<file path="src/rtl/vga_timing_gen.sv">
// vga_timing_gen: VGA raster counters, sync/bright decodes and clock-delayed sync copies.
// Pixel clock is derived from the system clock by an internal divider.
module vga_timing_gen #(
    parameter int CLK_DIV     = 4,
    parameter int H_TOTAL     = 800,
    parameter int H_SYNC      = 96,
    parameter int H_ACT_START = 144,
    parameter int H_ACT_END   = 784,
    parameter int V_TOTAL     = 525,
    parameter int V_SYNC      = 2,
    parameter int V_ACT_START = 35,
    parameter int V_ACT_END   = 515,
    parameter int SYNC_DLY    = 1
) (
    input  logic        clk,
    input  logic        rst,
    output logic [9:0]  hCount,
    output logic [9:0]  vCount,
    output logic        bright,
    output logic        hSync,
    output logic        vSync,
    output logic        pix_tick,
    output logic        line_start,
    output logic        frame_start,
    output logic [15:0] frame_cnt,
    output logic        hSync_d,
    output logic        vSync_d,
    output logic        bright_d
);
    localparam int DW = $clog2(CLK_DIV);

    logic [DW-1:0] r_div;
    logic [9:0]    r_h, r_v;
    logic [15:0]   r_fc;
    logic          r_hs, r_vs, r_br, r_pt, r_ls, r_fs;
    logic          w_tick, w_h_wrap, w_v_wrap;
    logic [9:0]    w_h_nxt, w_v_nxt;

    assign w_tick   = r_div == DW'(CLK_DIV - 1);
    assign w_h_wrap = r_h == 10'(H_TOTAL - 1);
    assign w_v_wrap = r_v == 10'(V_TOTAL - 1);
    assign w_h_nxt  = w_h_wrap ? 10'd0 : r_h + 10'd1;
    assign w_v_nxt  = !w_h_wrap ? r_v : w_v_wrap ? 10'd0 : r_v + 10'd1;

    // Decodes are taken from the next counter values so they land on the same edge as the counters.
    always_ff @(posedge clk) begin
        if (rst) begin
            r_div <= '0;
            r_h   <= '0;
            r_v   <= '0;
            r_fc  <= '0;
            r_hs  <= 1'b0;
            r_vs  <= 1'b0;
            r_br  <= 1'b0;
            r_pt  <= 1'b0;
            r_ls  <= 1'b0;
            r_fs  <= 1'b0;
        end else begin
            r_div <= w_tick ? '0 : r_div + DW'(1);
            r_pt  <= w_tick;
            r_ls  <= w_tick && w_h_wrap;
            r_fs  <= w_tick && w_h_wrap && w_v_wrap;
            if (w_tick) begin
                r_h  <= w_h_nxt;
                r_v  <= w_v_nxt;
                r_hs <= w_h_nxt >= 10'(H_SYNC);
                r_vs <= w_v_nxt >= 10'(V_SYNC);
                r_br <= w_h_nxt >= 10'(H_ACT_START) && w_h_nxt < 10'(H_ACT_END) &&
                        w_v_nxt >= 10'(V_ACT_START) && w_v_nxt < 10'(V_ACT_END);
                if (w_h_wrap && w_v_wrap) r_fc <= r_fc + 16'd1;
            end
        end
    end

    assign hCount      = r_h;
    assign vCount      = r_v;
    assign bright      = r_br;
    assign hSync       = r_hs;
    assign vSync       = r_vs;
    assign pix_tick    = r_pt;
    assign line_start  = r_ls;
    assign frame_start = r_fs;
    assign frame_cnt   = r_fc;

    generate
        if (SYNC_DLY == 0) begin : g_nodly
            assign {hSync_d, vSync_d, bright_d} = {r_hs, r_vs, r_br};
        end else begin : g_dly
            // Three-bit stages {hs, vs, bright}; the oldest stage sits at the top of w_sh.
            logic [3*SYNC_DLY-1:0] r_dl;
            logic [3*SYNC_DLY+2:0] w_sh;
            assign w_sh = {r_dl, r_hs, r_vs, r_br};
            always_ff @(posedge clk) begin
                if (rst) r_dl <= '0;
                else r_dl <= w_sh[3*SYNC_DLY-1:0];
            end
            assign {hSync_d, vSync_d, bright_d} = w_sh[3*SYNC_DLY+2 -: 3];
        end
    endgenerate
endmodule
</file>
<file path="config.mk">
export PLATFORM = sky130hd
export DESIGN_NAME = vga_timing_gen
export DESIGN_NICKNAME = d
export VERILOG_FILES = /design/src/rtl/vga_timing_gen.sv
export SDC_FILE = /design/constraint.sdc
export NUM_CORES = 1
export LEC_CHECK = 0
export BUFFER_PORTS_ARGS = -buffer_cell sky130_fd_sc_hd__buf_2
export CORE_ASPECT_RATIO = 0.9
export CORE_MARGIN = 5
export CORE_UTILIZATION = 51
export CTS_CLUSTER_SIZE = 12
export DETAILED_ROUTE_END_ITERATION = 10
export PLACE_DENSITY = 0.74
export SYNTH_ARGS = -nofsm -noshare
export SYNTH_HDL_FRONTEND = slang
export SYNTH_SLANG_ARGS = --single-unit
</file>
<file path="constraint.sdc">
create_clock -name clk -period 7.45 [get_ports clk]
set_clock_uncertainty 0.15 [all_clocks]
set_input_delay 1.1175 -clock clk [delete_from_list [all_inputs] [get_ports clk]]
set_output_delay 1.1175 -clock clk [all_outputs]
set_load 0.1 [all_outputs]
</file>
# Yosys cells after proc, flatten, opt, wreduce, memory -nomap -nowiden
# Index checks and enable logic that the tools add are counted.
[word_totals]
latch_bits = 0
input_bits = 2
reg_bits = 47
ramBits = 0
n_memories = 0
out_inout_bits = 45
mem_bits_ro = 0
elab_cells = 35
[classes]
div = 0
addsub = 4
n_lt_le_gt_ge = 6
multipliers = 0
reduce_logical = 8
n_mux = 3
bitwise = 0
n_shift = 0
n_eq_ne = 3
[op_table]
columns = ["op", "count"]
rows = [
  ["$mux W10", 3],
  ["$add A10 B1 Y10 const B", 2],
  ["$eq A10 B10 Y1 const B", 2],
  ["$lt A10 B10 Y1 const B", 2],
  ["$add A16 B1 Y16 const B", 1],
  ["$ge A10 B2 Y1 const B", 1],
  ["$ge A10 B6 Y1 const B", 1],
  ["$ge A10 B7 Y1 const B", 1],
  ["$ge A10 B8 Y1 const B", 1],
  ["$logic_and A1 B1 Y1", 6],
  ["$add A2 B1 Y2 const B", 1],
  ["$eq A2 B2 Y1 const B", 1],
  ["$reduce_and A2 Y1", 1],
  ["$reduce_or A2 Y1", 1],
]

# Longest topological paths before layout
# Gate-level depths: netlist (run 1).
[logic_depth]
ltp_word = 6
depth_mapped = 12
mapped_depth_nobuf = 9

# Least setup slack after synthesis (run 1)
# Ideal clock, no wire load.
[synth_path]
kind = "flip-flop to flip-flop"
from = "reg r_h[0] (netlist: hCount[0])"
to = "reg r_fc[15] (netlist: frame_cnt[15])"
path_slack_ns = 4.133
period_less_slack_ns = 3.317
path_stages_with_launch = 11
arrival_ns = 3.097
setup_time_ns = 0.070
path_buffers = 2
required_ns = 7.230
path_cell_list = "dfxtp_1 > ha_1 > and4_2 > and4_4 > and2_4 > buf_6 > nand4_4 > or2_1 > buf_6 > or3_1 > a21oi_1"
[synth_between]
elab_chain_cells = 3
[synth_lines]
columns = ["element", "line_no", "source"]
rows = [
  ["start, declared", "33", "logic [9:0] r_h, r_v;"],
  ["start signal, assigned", "64", "r_h <= w_h_nxt;"],
  ["$eq A10 B10 Y1", "40", "assign w_h_wrap = r_h == 10'(H_TOTAL - 1);"],
  ["$logic_and A1 B1 Y1", "70", "if (w_h_wrap && w_v_wrap) r_fc <= r_fc + 16'd1;"],
  ["$reduce_and A2 Y1 (no line)", "n/a", ""],
  ["end signal, assigned", "70", ""],
  ["end, declared", "34", "logic [15:0] r_fc;"],
]
# Every way passes these cells.
# A chain may end at the register's enable or synchronous reset.

# Final worst setup path (run 1)
[layout_path]
from = "reg r_h[0] (netlist: hCount[0])"
to = "reg r_v[8] (netlist: vCount[8])"
[layout_between]
elab_chain_cells = 2
[layout_lines]
columns = ["element", "line_no", "source"]
rows = [
  ["$eq A10 B10 Y1", "40", ""],
  ["$mux W10", "43", "assign w_v_nxt = !w_h_wrap ? r_v : w_v_wrap ? 10'd0 : r_v + 10'd1;"],
  ["end signal, assigned", "65", "r_v <= w_v_nxt;"],
  ["end, declared", "33", ""],
]
# Every way passes these cells.

==> impl_summary.txt, run 1 <==
----------------------------------------------------
[Route]
  Starting DRT DRC Count ... 119
  DR DRC count ... 0
  Vias ... 2197
  Length of the first detailed-routing pass in iterations ... 4
  Number of nets with antenna violations after detailed routing ... 0
  Total Wirelength ... 5340 um
  Vias per Instance ... 5.55
  Average wire per standard cell ... 13.5 um

[Run]
  Max-Cap Viols ... 0

[Clock tree]
  Clk sinks ... 47
  Hold buffers post-CTS ... 0
  Clk root buf ... sky130_fd_sc_hd__clkbuf_8
  CTS clock-pin slew for the worst setup and hold paths ... 0.08 ns
  Num CTS Buffers ... 5
  Maximum buffer depth of the clock tree ... 2
  TritonCTS clock tree ... built
  Later-pin clock latency in the skew report ... 0.30 ns
  H-Tree Level Count ... 2
  Post-CTS Setup Inserts ... 0
  Number of instances resized during post-cts repair ... 0

[Critical path]
  Critical path endpoint category ... flip-flop
  Crit path required time ... 7.52 ns
  Category of the critical setup timing path ... flip-flop to flip-flop
  Reg-to-Reg End ... vCount[8]$_SDFFE_PP0P_
  R2R Setup Slk ... 4.65 ns
  Worst-case reg-to-reg path depth ... 6
  FF-to-FF Start ... hCount[0]$_SDFFE_PP0P_
  CP startpoint kind ... flip-flop
  Critical path arrival ... 2.87 ns
  Largest fanout on the critical path ... 13

[Worst hold path]
  Worst min-delay path category ... flip-flop to flip-flop
  Worst hold stages ... 1
  Worst Hold Launch ... r_div[0]$_SDFF_PP0_
  Endpoint of the worst hold path ... r_div[0]$_SDFF_PP0_

[Final layout]
  Commonest non-fill, non-tap cells in the layout ... sky130_fd_sc_hd__dfxtp_1, sky130_fd_sc_hd__buf_2, sky130_fd_sc_hd__nor2_1
  Fraction of final layout cells with drive strength greater than 1 ... 19.9%
  Layout area overhead ... 12.8%
  Most frequent standard cell in the layout excluding fill and tap cells ... sky130_fd_sc_hd__dfxtp_1
  Count of antenna diodes in the layout ... 0
  Nets ... 339
  Post-layout utilization of the core ... 58.3%
  Design area ... 2780 um2

[Floorplanning]
  Vertical extent of the die ... 76.0 um
  I/O pin count ... 47
  # rows ... 24
  Core footprint ... 4770 um2
  Width of the die ... 83.3 um
  Initial Util ... 51.7%
  Total Die Area ... 6330 um2

[Outcome]
  Outcome ... completed

[STA]
  Setup tns final ... 0 ns
  Highest attainable clock frequency ... 357 MHz
  Ratio of final minimum period to clock period ... 37.6%
  Worst slew margin ... 47.4%
  RSZ-0062 raised after global routing ... false
  Final hold slack ... 0.282 ns
  Slew at the pin with the worst max-slew slack ... 0.789 ns
  Final-report hold violation count ... 0
  Max Transition Viols Final ... 0
  Endpoints failing setup ... 0
  Time the final worst path needs with I/O delays and setup ... 2.80 ns

[Global routing]
  Met1 capacity usage during global routing ... 23.6%
  Leftover overflow at the end of global routing ... 0
  GRT Resource Usage Total ... 17.3%
  Grt peak-use layer ... met2
  Number of global-route vias before repair ... 2019
  Global-route wire length before repair ... 9290 um
  Met2 Track Usage GR ... 25.8%
  Initial antenna violation count ... 0
  Maximum number of pins on one net before global-route repair ... 45
  Met3 Usage GRT ... 3.89%

[Yosys]
  Synthesized netlist cell count ... 295
  Flip-flop and latch count after synthesis ... 47
  Mapped Nets ... 303
  Mapped Avg Cell Area ... 8.36 um2
  Warnings from Yosys ... 0
  Distinct cell type count of the synthesized netlist ... 52
  Netlist area before placement ... 2470 um2
  Seq/Total Area, Yosys ... 38.2%
  Fraction of registers with async set/reset ... 0%
  Ys flop type ... sky130_fd_sc_hd__dfxtp_1
  Count of flip-flops with a built-in enable after synthesis ... 0

[Power and ir drop]
  Total power of the final layout ... 0.472 mW
  Combinational power share ... 7.0%
  Worst vdd rail ir drop ... 0.0000986 V
  Clock share of power ... 38.5%
  Pleak ... 1.14 nW
  Net switching fraction of the power ... 23.8%
  Internal power consumption ... 0.360 mW
  Total power divided by cell area ... 170 nW/um2
  Total net switching power ... 0.112 mW
  Sequential cell fraction of total power ... 54.4%

[Placement]
  Routability congestion estimate ... 0.841
  DP Area ... 2680 um2
  Count of buffers from port buffering ... 46
  Half-perimeter wire length after placement ... 3780 um

----------------------------------------------------
## cell usage after synthesis (6+ instances only)
cell,number,area (um2)
sky130_fd_sc_hd__and3_1,8,50.1
sky130_fd_sc_hd__clkbuf_1,11,41.3
sky130_fd_sc_hd__a21oi_1,21,105
sky130_fd_sc_hd__dfxtp_1,47,941
sky130_fd_sc_hd__o21ai_0,13,65.1
sky130_fd_sc_hd__or3_1,9,56.3
sky130_fd_sc_hd__nor2_1,40,150
sky130_fd_sc_hd__xor2_1,14,123
sky130_fd_sc_hd__ha_1,6,75.1
sky130_fd_sc_hd__nand2_1,25,93.8
sky130_fd_sc_hd__and2_1,6,37.5
sky130_fd_sc_hd__a211oi_1,6,45.0
sky130_fd_sc_hd__nand3_1,8,40.0
sky130_fd_sc_hd__nand4_1,14,87.6
## power by group through the flow
stage	sequential, mW	clock, mW	combinational, mW
after global routing	0.258	0.199	0.0359
after global placement	0.263	0	0.0332
after CTS	0.257	0.188	0.0334
after floorplan	0.278	0	0.0127
after detailed placement	0.263	0	0.0333
final	0.257	0.182	0.0332
## logic make-up after synthesis
| group | synth area share, % |
|---|---|
| AOI/OAI and AO/OA | 15.5 |
| DFF | 38.2 |
| and+or+nand+nor | 30.4 |
| muxes | 1.22 |
| buffers and inverters | 4.92 |
| adders and majority gates | 3.04 |
| xor gates and xnor gates | 6.75 |
## worst max-delay path by stage
stage / from / to / slack (ns)
final: hCount[0]$_SDFFE_PP0P_ / vCount[8]$_SDFFE_PP0P_ / 4.65
after detailed placement: hCount[0]$_SDFFE_PP0P_ / vCount[8]$_SDFFE_PP0P_ / 4.73
after global routing: hCount[0]$_SDFFE_PP0P_ / vCount[8]$_SDFFE_PP0P_ / 4.41
after CTS: hCount[0]$_SDFFE_PP0P_ / vCount[8]$_SDFFE_PP0P_ / 4.68
after floorplan: hCount[0]$_SDFFE_PP0P_ / frame_cnt[15]$_SDFFE_PP0P_ / 4.13
after global placement: hCount[0]$_SDFFE_PP0P_ / vCount[8]$_SDFFE_PP0P_ / 4.84
## sequential cells by signal, summed over array words and instances (netlist names)
signal / count
hSync: 1
frame_start: 1
line_start: 1
hCount: 10
bright: 1
r_div: 2
g_dly.r_dl: 3
pix_tick: 1
vCount: 10
vSync: 1
frame_cnt: 16
## final cells by class
cell class | instances | area (um2)
Clock buffer | 5 | 68.8
Clock inverter | 2 | 37.5
Fill cell | 436 | 1990
Inverter | 3 | 11.3
Multi-Input combinational cell | 227 | 1400
Sequential cell | 47 | 941
Tap cell | 65 | 81.3
Timing Repair Buffer | 47 | 238
## through the flow
stage	std cells	setup WS (ns)
finish	396	4.65
global route	396	4.41
CTS	396	4.68
detailed placement	389	4.73
global placement	389	4.84
floorplan	295	4.13
## per-layer routing
metal  vias up  part of all wire [%]
met1       994                    48
met5         -                     0
met2        68                    43
met4         0                   2.8
met3        14                   6.7
li1       1121                     -
## worst max-delay path, stage by stage (launching register included)
cell                      delay, ns
sky130_fd_sc_hd__dfxtp_1       0.43
sky130_fd_sc_hd__ha_1          0.27
sky130_fd_sc_hd__and4_2        0.29
sky130_fd_sc_hd__and3_1        0.47
sky130_fd_sc_hd__nand2_1       0.33
sky130_fd_sc_hd__or4_2         0.61
sky130_fd_sc_hd__a21oi_1       0.18
Note: power is estimated with default switching activity, not from simulation.
==> run 2: changes to the inputs <==
- clock period: 7.45 -> 2.6 ns (I/O delays scaled with it)
==> impl_summary.txt, run 2 (same netlist as run 1, synthesis figures left out) <==
----------------------------------------------------
[Floorplanning]
  Core footprint ... 4770 um2 (unchanged)
  Width of the die ... 83.3 um (unchanged)
  I/O pin count ... 47 (unchanged)
  # rows ... 24 (unchanged)
  Total Die Area ... 6330 um2 (unchanged)
  Initial Util ... 51.7% (unchanged)
  Vertical extent of the die ... 76.0 um (unchanged)

[Final layout]
  Most frequent standard cell in the layout excluding fill and tap cells ... sky130_fd_sc_hd__buf_2
  Count of antenna diodes in the layout ... 0 (unchanged)
  Non-Filler Instances ... 401 (+1.3%)
  Largest register FFs ... 16 (unchanged)
  Fraction of final layout cells with drive strength greater than 1 ... 27.7% (+7.7 points)
  Post-layout utilization of the core ... 60.6% (+2.3 points)
  Commonest non-fill, non-tap cells in the layout ... sky130_fd_sc_hd__buf_2, sky130_fd_sc_hd__nor2_1, sky130_fd_sc_hd__dfxtp_1
  Nets ... 343 (+1.2%)
  Layout area overhead ... 17.3%

[STA]
  Worst slew margin ... 61.3% (+14 points)
  RSZ-0062 raised after global routing ... false
  Final-report hold violation count ... 0 (unchanged)
  Setup tns final ... 0 ns (unchanged)
  Time the final worst path needs with I/O delays and setup ... 2.37 ns (-0.436 ns)
  Highest attainable clock frequency ... 423 MHz (+18%)
  Endpoints failing setup ... 0 (unchanged)
  Max Transition Viols Final ... 0 (unchanged)
  Ratio of final minimum period to clock period ... 91.0% (+53 points)
  Slew at the pin with the worst max-slew slack ... 0.573 ns (-0.217 ns)

[Global routing]
  Leftover overflow at the end of global routing ... 0 (unchanged)
  Number of global-route vias before repair ... 2073 (+2.7%)
  Initial antenna violation count ... 0 (unchanged)
  Maximum number of pins on one net before global-route repair ... 30 (-33%)
  GRT Resource Usage Total ... 18.2% (+0.87 points)
  Global-route wire length before repair ... 9770 um (+5.1%)

[Critical path]
  Cell breakdown of the critical path ... ha_4 > and4_4 > and4_4 > and2_4 > nand4_4 > or2_1 > or3_1 > a21oi_1
  Crit path largest cell delay ... 0.40 ns (-0.21 ns)
  Most common cell on crit path ... sky130_fd_sc_hd__and4_4
  Category of the critical setup timing path ... flip-flop to flip-flop
  Crit path required time ... 2.70 ns (-4.82 ns)
  FF-to-FF Start ... hCount[0]$_SDFFE_PP0P_
  Worst-case reg-to-reg path depth ... 8 (+2)
  Worst setup path startpoint ... hCount[0]$_SDFFE_PP0P_
  CP startpoint kind ... flip-flop
  Master of the slowest instance on the critical path ... sky130_fd_sc_hd__dfxtp_4
  R2R Setup Slk ... 0.23 ns (-4.41 ns)
  Largest fanout on the critical path ... 7 (-6)
  Reg-to-Reg End ... frame_cnt[13]$_SDFFE_PP0P_
  Critical path arrival ... 2.47 ns (-0.40 ns)
  Critical path endpoint category ... flip-flop

[Route]
  Vias ... 2255 (+2.6%)
  Length of the first detailed-routing pass in iterations ... 4 (unchanged)
  Total Wirelength ... 5640 um (+5.6%)
  Average wire per standard cell ... 14.1 um (+4.3%)
  Starting DRT DRC Count ... 133 (+12%)
  Vias per Instance ... 5.62 (+1.4%)
  DR DRC count ... 0 (unchanged)
  Number of nets with antenna violations after detailed routing ... 0 (unchanged)

[Clock tree]
  Hold buffers post-CTS ... 0 (unchanged)
  Clk sinks ... 47 (unchanged)
  TritonCTS clock tree ... built
  CTS clock-pin slew for the worst setup and hold paths ... 0.10 ns (+0.02 ns)
  Later-pin clock latency in the skew report ... 0.31 ns (about the same)
  H-Tree Level Count ... 2 (unchanged)
  Clk root buf ... sky130_fd_sc_hd__clkbuf_8
  Num CTS Buffers ... 5 (unchanged)
  Maximum buffer depth of the clock tree ... 2 (unchanged)

[Power and ir drop]
  Clock share of power ... 38.5% (about the same)
  Sequential cell fraction of total power ... 54.2% (-0.2 points)
  Net switching fraction of the power ... 25.8% (+2.0 points)
  Total net switching power ... 0.345 mW (+210%)
  Total power divided by cell area ... 462 nW/um2 (+170%)
  Worst vdd rail ir drop ... 0.000289 V (+190%)
  Combinational power share ... 7.3% (+0.3 points)
  Internal power consumption ... 0.992 mW (+180%)
  Pleak ... 1.18 nW (+3.4%)

[Worst hold path]
  Worst hold stages ... 1 (unchanged)
  Endpoint of the worst hold path ... r_div[0]$_SDFF_PP0_
  Worst min-delay path category ... flip-flop to flip-flop
  Worst Hold Launch ... r_div[0]$_SDFF_PP0_

[Run]
  Max-Cap Viols ... 0 (unchanged)

[Placement]
  Routability congestion estimate ... 0.866 (+3.1%)
  Placed insts ... 393 (+1.0%)
  Count of buffers from port buffering ... 46 (unchanged)
  Half-perimeter wire length after placement ... 4070 um (+7.6%)

[Outcome]
  Outcome ... completed

----------------------------------------------------
-- run 2: changes by cell type in the layout (fill, tap and decap cells not counted), moves of 4 or more --
cell | before | now
sky130_fd_sc_hd__dfxtp_2 | 0 | 7
sky130_fd_sc_hd__dfxtp_4 | 0 | 13
sky130_fd_sc_hd__buf_4 | 1 | 5
sky130_fd_sc_hd__dfxtp_1 | 47 | 27
-- run 2: worst max-delay path by stage --
stage / end / slack, ns / cells after the start
floorplan: frame_cnt[13]$_SDFFE_PP0P_ / 0.01 / 10
global placement: bright$_SDFFE_PP0P_ / 0.31 / 8
detailed placement: frame_cnt[11]$_SDFFE_PP0P_ / 0.25 / 8
CTS: frame_cnt[11]$_SDFFE_PP0P_ / 0.23 / 8
global route: frame_cnt[11]$_SDFFE_PP0P_ / 0.08 / 8
finish: frame_cnt[13]$_SDFFE_PP0P_ / 0.23 / 8
-- run 2: stage by stage --
| stage | total power [mW] | hold slack, ns | instance area [um2] | setup slack, ns |
|---|---|---|---|---|
| 2_1_floorplan | 0.823 | 0.254 | 2540 | 0.0111 |
| 3_3_place_gp | 0.838 | 0.272 | 2780 | 0.313 |
| 3_5_place_dp | 0.840 | 0.269 | 2780 | 0.255 |
| 4_1_cts | 1.35 | 0.289 | 2890 | 0.231 |
| 5_1_grt | 1.40 | 0.311 | 2890 | 0.0825 |
| 6_report | 1.34 | 0.290 | 2890 | 0.234 |
-- run 2: timing repair --
item | in CTS | in global routing
gates resized for setup | 0 | 1
buffers inserted | 0 | 0
setup endpoints to repair | 0 | 1
-- run 2: layout make-up --
| cell class | instances | area, um2 |
|---|---|---|
| Sequential cell | 47 | 998 |
| Timing Repair Buffer | 51 | 268 |
| Tap cell | 65 | 81.3 |
| Clock buffer | 6 | 93.8 |
| Inverter | 3 | 11.3 |
| Fill cell | 432 | 1880 |
| Multi-Input combinational cell | 227 | 1420 |
| Clock inverter | 2 | 17.5 |
-- run 2: power groups by stage --
stage	clock network (mW)	logic [mW]	registers, mW
2_1_floorplan	0	0.0362	0.787
3_3_place_gp	0	0.0966	0.742
3_5_place_dp	0	0.0975	0.742
4_1_cts	0.524	0.0976	0.725
5_1_grt	0.568	0.104	0.727
6_report	0.514	0.0975	0.725
-- run 2: worst max-delay path: cells and delay by family (launching register included) --
family	cells	cell delay (ns)
AND/OR/NAND/NOR	6	1.48
adder cells (fa/ha/maj)	1	0.15
flip-flops	1	0.40
AO/OA/AOI/OAI	1	0.13
-- run 2: routing by layer --
layer | global-route usage, % | up-vias | routed length (um)
met4 | 6.21 | 0 | 104
li1 | - | 1131 | -
met1 | 25.2 | 1040 | 2740
met3 | 3.78 | 9 | 321
met5 | 0 | - | 0
met2 | 28.0 | 75 | 2470
==> run 3: changes to the inputs <==
- REMOVE_ABC_BUFFERS: not set -> 1
==> impl_summary.txt, run 3 (same netlist as run 1, synthesis figures left out) <==
----------------------------------------------------
[Clock tree]
  Num CTS Buffers ... 5 (unchanged)
  H-Tree Level Count ... 2 (unchanged)
  TritonCTS clock tree ... built
  CTS clock-pin slew for the worst setup and hold paths ... 0.08 ns (-0.02 ns)
  Later-pin clock latency in the skew report ... 0.30 ns (about the same)
  Clk sinks ... 47 (unchanged)
  Clk root buf ... sky130_fd_sc_hd__clkbuf_8
  Maximum buffer depth of the clock tree ... 2 (unchanged)
  Hold buffers post-CTS ... 0 (unchanged)

[STA]
  Highest attainable clock frequency ... 414 MHz (-2.1%)
  Endpoints failing setup ... 0 (unchanged)
  RSZ-0062 raised after global routing ... false
  Worst slew margin ... 67.2% (+5.8 points)
  Final hold slack ... 0.287 ns (-0.00262 ns)
  Setup WS post-layout ... 0.183 ns (-0.0515 ns)
  Setup tns final ... 0 ns (unchanged)
  Time the final worst path needs with I/O delays and setup ... 2.42 ns (+0.0515 ns)
  Slew at the pin with the worst max-slew slack ... 0.496 ns (-0.0766 ns)
  Max Transition Viols Final ... 0 (unchanged)
  Ratio of final minimum period to clock period ... 93.0% (+2.0 points)
  Final-report hold violation count ... 0 (unchanged)

[Route]
  Vias ... 2223 (-1.4%)
  Length of the first detailed-routing pass in iterations ... 4 (unchanged)
  Average wire per standard cell ... 13.8 um (-1.7%)
  Vias per Instance ... 5.41 (-3.8%)
  DR DRC count ... 0 (unchanged)
  Total Wirelength ... 5680 um (+0.71%)
  Starting DRT DRC Count ... 95 (-29%)
  Number of nets with antenna violations after detailed routing ... 0 (unchanged)

[Critical path]
  Critical path arrival ... 2.50 ns (+0.03 ns)
  Largest fanout on the critical path ... 7 (unchanged)
  Master of the slowest instance on the critical path ... sky130_fd_sc_hd__dfxtp_2
  Cell breakdown of the critical path ... ha_1 > and4_2 > and4_4 > and2_4 > nand4_4 > or2_1 > or3_1 > a21oi_1
  Category of the critical setup timing path ... flip-flop to flip-flop
  Crit path largest cell delay ... 0.37 ns (-0.03 ns)
  CP startpoint kind ... flip-flop
  Crit path required time ... 2.69 ns (about the same)
  Critical path endpoint category ... flip-flop

[Placement]
  Routability congestion estimate ... 0.884 (+2.0%)
  Half-perimeter wire length after placement ... 4150 um (+2.0%)
  Placed insts ... 403 (+2.5%)
  Count of buffers from port buffering ... 46 (unchanged)
  Dpl ws ... 0.130 ns (-0.125 ns)

[Power and ir drop]
  Total power divided by cell area ... 439 nW/um2 (-5.1%)
  Worst vdd rail ir drop ... 0.000202 V (-30%)
  Pleak ... 1.21 nW (+2.3%)

[Worst hold path]
  Worst min-delay path category ... input port to flip-flop

[Floorplanning]
  Vertical extent of the die ... 76.0 um (unchanged)
  Core footprint ... 4770 um2 (unchanged)
  I/O pin count ... 47 (unchanged)
  Total Die Area ... 6330 um2 (unchanged)
  Width of the die ... 83.3 um (unchanged)
  Initial Util ... 51.7% (unchanged)
  # rows ... 24 (unchanged)

[Final layout]
  Combined flip-flop and latch cell area ... 942 um2 (-5.6%)
  Nets ... 353 (+2.9%)
  Area of the multi-input gates ... 1400 um2 (-1.3%)
  Layout area overhead ... 16.1%
  Commonest non-fill, non-tap cells in the layout ... sky130_fd_sc_hd__dfxtp_1, sky130_fd_sc_hd__buf_2, sky130_fd_sc_hd__nor2_1
  Fraction of final layout cells with drive strength greater than 1 ... 23.1% (-4.6 points)
  Number of filler instances in the final layout ... 465 (+7.6%)
  Non-Filler Instances ... 411 (+2.5%)
  Post-layout utilization of the core ... 60.0% (-0.63 points)
  Count of antenna diodes in the layout ... 0 (unchanged)
  Largest register FFs ... 16 (unchanged)

[Global routing]
  GRT Resource Usage Total ... 18.4% (+0.21 points)
  Initial antenna violation count ... 0 (unchanged)
  Global-route wire length before repair ... 9670 um (-1.1%)
  Leftover overflow at the end of global routing ... 0 (unchanged)
  Number of global-route vias before repair ... 2013 (-2.9%)
  Maximum number of pins on one net before global-route repair ... 30 (unchanged)

[Outcome]
  Outcome ... completed

[Run]
  Max-Cap Viols ... 0 (unchanged)

----------------------------------------------------
[run 3: timing repair]
action	in CTS	in global routing
hold endpoints to repair	0	0
buffers inserted	0	0
gates resized for setup	0	1
setup endpoints to repair	0	3
[run 3: per-stage QoR]
stage	instance area (um2)	power (mW)
floorplan	2360	0.824
global placement	2780	0.851
detailed placement	2780	0.853
CTS	2860	1.27
global route	2860	1.32
finish	2860	1.26
[run 3: cell type report]
class | instances | share of cell area (%)
clock buffer | 7 | 2.67
clock inverter | 1 | 0.175
inverter | 3 | 0.393
multi-input combinational | 227 | 49.0
sequential | 47 | 32.9
tap | 65 | 2.84
timing repair buffer | 61 | 12.0
[run 3: worst paths after layout]
kind	end	depth (start not counted)	slack, ns	from
min reg2reg	r_div[0]$_SDFF_PP0_	1	0.31	r_div[0]$_SDFF_PP0_
max reg2reg	frame_cnt[15]$_SDFFE_PP0P_	8	0.18	hCount[1]$_SDFFE_PP0P_
max	frame_cnt[15]$_SDFFE_PP0P_	8	0.18	hCount[1]$_SDFFE_PP0P_
min	hCount[3]$_SDFFE_PP0P_	2	0.29	rst
[run 3: worst max-delay path, delay by kind of cell, from the launching register on]
kind | cells | cell delay (ns)
flops | 1 | 0.37
fa+ha+maj | 1 | 0.17
simple gates | 6 | 1.52
compound gates | 1 | 0.14
[run 3: metal layers]
metal | global-route usage (%) | up-vias | wire length (um)
li1 | - | 1149 | -
met1 | 25.1 | 1018 | 2800
met2 | 27.6 | 50 | 2470
met3 | 5.08 | 6 | 325
met4 | 6.86 | 0 | 78
met5 | 0 | - | 0
[run 3: report_power, final]
| part | switching, mW | internal, mW | total [mW] |
|---|---|---|---|
| Clock | 0.232 | 0.189 | 0.421 |
| Sequential | 0.00597 | 0.729 | 0.735 |
| Combinational | 0.0776 | 0.0224 | 0.100 |
